==> src/rtl/lzd_pkg.sv <==
// Shared constants for the leading-zero-detect datapath (LZD_48, normalizer, denormalizer).
// Changing DATA_W here retargets every block that defaults to these values.
package lzd_pkg;

  localparam int DATA_W  = 48;
  localparam int POS_W   = 6;
  localparam int ZERO_LZ = DATA_W;

  // Smallest power of two that covers w bits; the LZC tree is built at this width.
  function automatic int tree_width(input int w);
    return 1 << $clog2(w);
  endfunction

endpackage

==> src/rtl/lzc_priority.sv <==
// Combinational leading-zero counter built as a binary tree of 2-bit leaves.
// The input is left-aligned into a power-of-two width; an all-zero word reports DATA_W.
module lzc_priority #(
  parameter int DATA_W = lzd_pkg::DATA_W,
  parameter int POS_W  = lzd_pkg::POS_W
) (
  input  logic [DATA_W-1:0] data,
  output logic [POS_W-1:0]  lz,
  output logic              zero
);

  localparam int PAD_W = lzd_pkg::tree_width(DATA_W);
  localparam int LVLS  = $clog2(PAD_W);

  // Zero padding sits below the real LSB, so it never changes a nonzero count.
  logic [PAD_W-1:0] padded;
  assign padded = PAD_W'(data) << (PAD_W - DATA_W);

  genvar gi, gj;
  generate
    for (gi = 0; gi < LVLS; gi++) begin : lvl
      localparam int NODES = PAD_W >> (gi + 1);
      logic [gi:0] node_cnt  [NODES];
      logic        node_zero [NODES];

      for (gj = 0; gj < NODES; gj++) begin : node
        if (gi == 0) begin : g_leaf
          assign node_zero[gj] = ~(padded[2*gj+1] | padded[2*gj]);
          assign node_cnt[gj]  = ~padded[2*gj+1];
        end else begin : g_merge
          // Odd child covers the upper half; fall through to the lower half only when it is empty.
          assign node_zero[gj] = lvl[gi-1].node_zero[2*gj+1] & lvl[gi-1].node_zero[2*gj];
          assign node_cnt[gj]  = lvl[gi-1].node_zero[2*gj+1]
                               ? {1'b1, lvl[gi-1].node_cnt[2*gj]}
                               : {1'b0, lvl[gi-1].node_cnt[2*gj+1]};
        end
      end
    end
  endgenerate

  assign zero = lvl[LVLS-1].node_zero[0];
  assign lz   = zero ? POS_W'(DATA_W) : POS_W'(lvl[LVLS-1].node_cnt[0]);

endmodule

==> src/rtl/lzd_normalizer.sv <==
// Three-stage mantissa normalizer: capture, leading-zero count, barrel shift.
// One global advance signal moves every stage together, giving full backpressure.
module lzd_normalizer #(
  parameter int DATA_W = lzd_pkg::DATA_W,
  parameter int POS_W  = lzd_pkg::POS_W
) (
  input  logic              clk,
  input  logic              rst_n,
  input  logic              in_valid,
  output logic              in_ready,
  input  logic [DATA_W-1:0] in_data,
  output logic              out_valid,
  input  logic              out_ready,
  output logic [DATA_W-1:0] out_data,
  output logic [POS_W-1:0]  out_lz,
  output logic              out_zero
);

  logic              adv;
  logic              s1_valid_reg;
  logic [DATA_W-1:0] s1_data_reg;
  logic              s2_valid_reg;
  logic [DATA_W-1:0] s2_data_reg;
  logic [POS_W-1:0]  s2_lz_reg;
  logic              s2_zero_reg;
  logic [POS_W-1:0]  lz_next;
  logic              zero_next;
  logic [DATA_W-1:0] shift_stage [POS_W+1];

  assign adv      = !out_valid || out_ready;
  assign in_ready = adv;

  lzc_priority #(
    .DATA_W (DATA_W),
    .POS_W  (POS_W)
  ) u_lzc (
    .data (s1_data_reg),
    .lz   (lz_next),
    .zero (zero_next)
  );

  // Log-shifter: stage gi shifts by 2**gi when bit gi of the count is set.
  assign shift_stage[0] = s2_data_reg;
  genvar gi;
  generate
    for (gi = 0; gi < POS_W; gi++) begin : g_shift
      assign shift_stage[gi+1] = s2_lz_reg[gi] ? (shift_stage[gi] << (1 << gi))
                                               : shift_stage[gi];
    end
  endgenerate

  always_ff @(posedge clk or negedge rst_n) begin
    if (!rst_n) begin
      s1_valid_reg <= 1'b0;
      s1_data_reg  <= '0;
      s2_valid_reg <= 1'b0;
      s2_data_reg  <= '0;
      s2_lz_reg    <= '0;
      s2_zero_reg  <= 1'b0;
      out_valid    <= 1'b0;
      out_data     <= '0;
      out_lz       <= '0;
      out_zero     <= 1'b0;
    end else if (adv) begin
      s1_valid_reg <= in_valid;
      // Holding the last word through bubbles keeps the output fields steady.
      if (in_valid) begin
        s1_data_reg <= in_data;
      end
      s2_valid_reg <= s1_valid_reg;
      s2_data_reg  <= s1_data_reg;
      s2_lz_reg    <= lz_next;
      s2_zero_reg  <= zero_next;
      out_valid    <= s2_valid_reg;
      out_data     <= shift_stage[POS_W];
      out_lz       <= s2_lz_reg;
      out_zero     <= s2_zero_reg;
    end
  end

endmodule

==> config.mk <==
export PLATFORM = sky130hd
export DESIGN_NAME = lzd_normalizer
export DESIGN_NICKNAME = d
export VERILOG_FILES = /design/src/rtl/lzd_pkg.sv /design/src/rtl/lzc_priority.sv /design/src/rtl/lzd_normalizer.sv
export SDC_FILE = /design/constraint.sdc
export NUM_CORES = 1
export LEC_CHECK = 0
export CAP_MARGIN = 30
export CORE_MARGIN = 3
export CORE_UTILIZATION = 45
export CTS_CLUSTER_DIAMETER = 120
export CTS_CLUSTER_SIZE = 25
export DETAILED_ROUTE_END_ITERATION = 7
export PLACE_DENSITY = 0.66
export SKIP_CTS_REPAIR_TIMING = 1
export SLEW_MARGIN = 20
export SYNTH_ARGS = -nofsm -noshare
export SYNTH_HDL_FRONTEND = slang
export SYNTH_SLANG_ARGS = --single-unit
==> constraint.sdc <==
create_clock -name clk -period 2.5 [get_ports clk]
set_input_delay 0.5 -clock clk [delete_from_list [all_inputs] [get_ports clk]]
set_output_delay 0.5 -clock clk [all_outputs]
set_load 0.005 [all_outputs]
---- Word level (Yosys, flattened, before mapping) ----
Cells that the tools add are included.
word-level totals
  word-level logic and storage cells ...... 139
  flip-flop bits (word level) ............. 161
  output and inout bits ................... 57
cells by class
  reductions and logical operators ........ 3
  bitwise operators ....................... 95
  muxes and demuxes ....................... 31
operators with widths
  cell              count
  $mux 48           6
  $not 1->1         48
  $mux 2            12
  $or 1x1->1        24
  $and 1x1->1       23
  $mux 3            6
  $mux 4            3
  $mux 6            2
  $mux 5            2
  $reduce_and 2->1  1
  $logic_not 1->1   1
  $logic_or 1x1->1  1

---- Longest topological paths before layout ----
  depth in word-level cells ............... 8
  mapped depth ............................ 9

---- Cells and area by module ----
From an unflattened synthesis, not the netlist that was laid out.
second synthesis, totals
  cell total of the unflattened synthesis .. 914
  area, all modules ....................... 9262.6 um^2
modules (own cells, without submodules)
  module          area an instance (um^2)  times used  cells an instance  sequential area each (um^2)
  lzd_normalizer  8672.1                   1           822                4028.9
  lzc_priority    590.6                    1           92                 0.0

---- Worst setup path before layout ----
Ideal clock, no wire load.
  kind .................................... register to register
  from .................................... reg s2_lz_reg[0]
  to ...................................... reg out_data[45]
  arrival time ............................ 1.874 ns
  period minus slack after synthesis ...... 2.000 ns
  path buffers ............................ 2
  required time ........................... 2.374 ns
  cell stages (with the launch flop) ...... 8
  path slack .............................. 0.500 ns
  path through ............................ dfrtp_1 buf_6 buf_6 mux2_4 mux4_2 mux2i_1 o2bb2ai_1 a221o_1
between the ends
  cells in the longest elaborated chain, start to end .. 6
ends and longest elaborated chain
  element                 RTL line              text
  from (decl)             lzd_normalizer.sv:24  logic [POS_W-1:0] s2_lz_reg;
  from (signal assigned)  lzd_normalizer.sv:72  s2_lz_reg <= lz_next;
  $mux 48 (6 in a row)    lzd_normalizer.sv:47  assign shift_stage[gi+1] = s2_lz_reg[gi] ? (shift_stage[gi] << (1 << gi))
  to (signal assigned)    lzd_normalizer.sv:75  out_data <= shift_stage[POS_W];
  to (decl)               lzd_normalizer.sv:14  output logic [DATA_W-1:0] out_data,
No other way between the ends.
A chain may end at the register's enable or synchronous reset.

---- Worst setup path after layout ----
  from .................................... reg s2_lz_reg[0]
  to ...................................... reg out_data[24]
Same word-level chain as after synthesis.

==> impl_metrics.env <==
export IMPL_status="complete, no violations"
export IMPL_timing_setup_tns_ps=0
export IMPL_timing_fmax_mhz=414
export IMPL_crit_path_max_fanout=19
export IMPL_boundaryPins=109
export IMPL_start_util_pct=46.4
export IMPL_gr_total_overflow=0
export IMPL_buffer_depth_of_the_longest_clock_path=2
export IMPL_wirelength_mm=27.4
export IMPL_layout_worst_path_cycle_share_pct=96.5
export IMPL_fp_coreArea_um2=20500
export IMPL_first_global_vias=7505
export IMPL_stdcell_area_um2=11800
export IMPL_drt_initial_drc_count=723
export IMPL_nFillCells=1777
export IMPL_first_pass_iters=7
export IMPL_critPathRequiredTime_ps=2820
export IMPL_timing_hold_worst_class="reg -> reg"
export IMPL_powerDensity_nw_per_um2=1240
export IMPL_detail_route_drc_violations=0
export IMPL_final_number_of_hold_violating_endpoints=0
export IMPL_synth_nets=965
export IMPL_cts_reportedPaths_clkPinSlew_ps=70
export IMPL_setup_worst_path_class="reg -> reg"
export IMPL_cts_sinks=161
export IMPL_global_route_usage_total_pct=24.7
export IMPL_dieHeight_um=151
export IMPL_antenna_found_initial=0
export IMPL_timing_max_cap_violations=0
export IMPL_area_growth_synth_to_final_pct=23.7
export IMPL_cts_made_buffers=17
export IMPL_final_max_slew_viol_count=0
export IMPL_route_detailed_wl_per_inst_um=20.8
export IMPL_synth_ff_type="dfrtp_1"
export IMPL_drive_gt1_share_pct=20.9
export IMPL_synth_edf_count=0
export IMPL_power_static_leakage_nw=4.97
export IMPL_synth_cell_types=60
export IMPL_fp_dieArea_um2=22900
export IMPL_synth_yosys_seq_area_share_pct=42.4
export IMPL_netlist_instances=913
export IMPL_cts_tree="done"
export IMPL_yosys_register_bits=161
export IMPL_synthesis_area_per_instance_um2=10.4
export IMPL_critical_path_start_type="register"
export IMPL_synthTopCellsByArea="dfrtp_1 42%, mux4_2 13%, nand2_1 9.3%"
export IMPL_final_nets=1086
export IMPL_max_slew_worst_pin_slew_ps=637
export IMPL_synthMostInstantiatedCell="nand2_1"
export IMPL_antenna_left=0
export IMPL_netlist_area_leader_share_pct=42.4
export IMPL_final_min_clock_period_ps=2410
export IMPL_clock_root_buffer="clkbuf_16"
export IMPL_htree_num_levels=4
export IMPL_crit_arrival_ps=2730
export IMPL_n_antenna_cell=0
export IMPL_ys_warn_count=0
export IMPL_grt_pass1_wl_mm=43.5
export IMPL_floorplan_die_width_um=151
export IMPL_regArea_um2=4040
export IMPL_grt_max_degree=63
export IMPL_synthArstFlopShare_pct=100
export IMPL_rel_slew_slack_pct=57.5
export IMPL_yosysTopAreaCell="dfrtp_1"
export IMPL_setup_viol_count_final=0
export IMPL_post_synth_instance_area_um2=9500
export IMPL_synth_commonest_cells="235 x nand2_1, 161 x dfrtp_1, 57 x mux2_2"
export IMPL_area_used_by_multi_input_combinational_logic_um2=5110
export IMPL_via_count=7866
export IMPL_final_core_utilization_pct=57.3
export IMPL_finalClockSkew_ps=8.58
export IMPL_viasPerCell=5.97
export IMPL_fin_total_pwr_mw=14.6
export IMPL_placement_cell_area_um2=11200
export IMPL_crit_path_end_kind="register"
export IMPL_clk_insertion_delay_late_ps=430
export IMPL_routability_driven_placement_congestion_ratio=0.945
export IMPL_dp_final_hpwl_mm=20.7
export IMPL_rsz0062_at_grt="no"
export IMPL_io_buffers=108
export IMPL_rows=52
export IMPL_vdd_drop_max_mv=0.539
[critical path, cell delays in order (launching register included)]
cell and delay (ps):
dfrtp_4 640, buf_12 220, mux4_2 570, mux4_2 510
a22oi_1 250, nand2_1 90
[final timing paths]
kind / to / depth (start not counted) / from / slack (ps)
max: out_data[24] / 5 / s2_lz_reg[0] / 90
min: s2_valid_reg / 2 / s2_valid_reg / 460
max reg2reg: out_data[24] / 5 / s2_lz_reg[0] / 90
min reg2reg: s2_valid_reg / 2 / s2_valid_reg / 460
max in group asynchronous: s1_data_reg[23] / 3 / rst_n / 1330
min in group asynchronous: out_lz[5] / 2 / rst_n / 540
[logic make-up after synthesis]
logic type	after synthesis	share of synthesized area (%)
DFF	161	42.4
and+or+nand+nor	333	14.8
AOI/OAI and AO/OA	169	12.3
muxes	170	26.6
buffers and inverters	80	4.00
[cells in the final DEF (no fill, tap or decap), types with 13 or more instances in the layout]
cell,instances
mux2_2,57
mux4_2,55
dfrtp_1,158
a21oi_1,26
o21ai_0,46
buf_4,53
clkdlybuf4s50_1,107
mux2i_1,52
clkbuf_16,17
nor4_1,13
nor2_1,31
nand2_1,234
[report_power, final]
part | internal (mW) | leakage [nW] | switching [mW]
combinational | 3.83 | 2.74 | 3.43
sequential | 3.56 | 1.94 | 1.22
clock | 1.43 | 0.284 | 1.16
[area by class of cell]
type	instances	share of cell area [%]
Inverter	13	0.415
Multi-Input combinational cell	672	43.5
Timing Repair Buffer	169	13.9
Sequential cell	161	34.3
Clock buffer	18	3.74
Clock inverter	14	1.24
Tap cell	270	2.87
[metrics by stage]
stage               std cells  hold slack, ps  setup WS (ps)
global placement         1284             434            134
global route             1317             503           10.9
finish                   1317             459           87.0
detailed placement       1284             433            138
floorplan                 913             204            500
CTS                      1316           -24.3           79.2
[metal layers]
layer  vias to the layer above  track usage (%)  wire length (um)
met5                         -                0                 0
met4                         0             9.29               892
met3                        48             3.47              1920
met2                       371             37.7             12400
met1                      3838             35.9             12100
li1                       3609                -                 -
No activity file was read; power rests on OpenSTA's default activity.
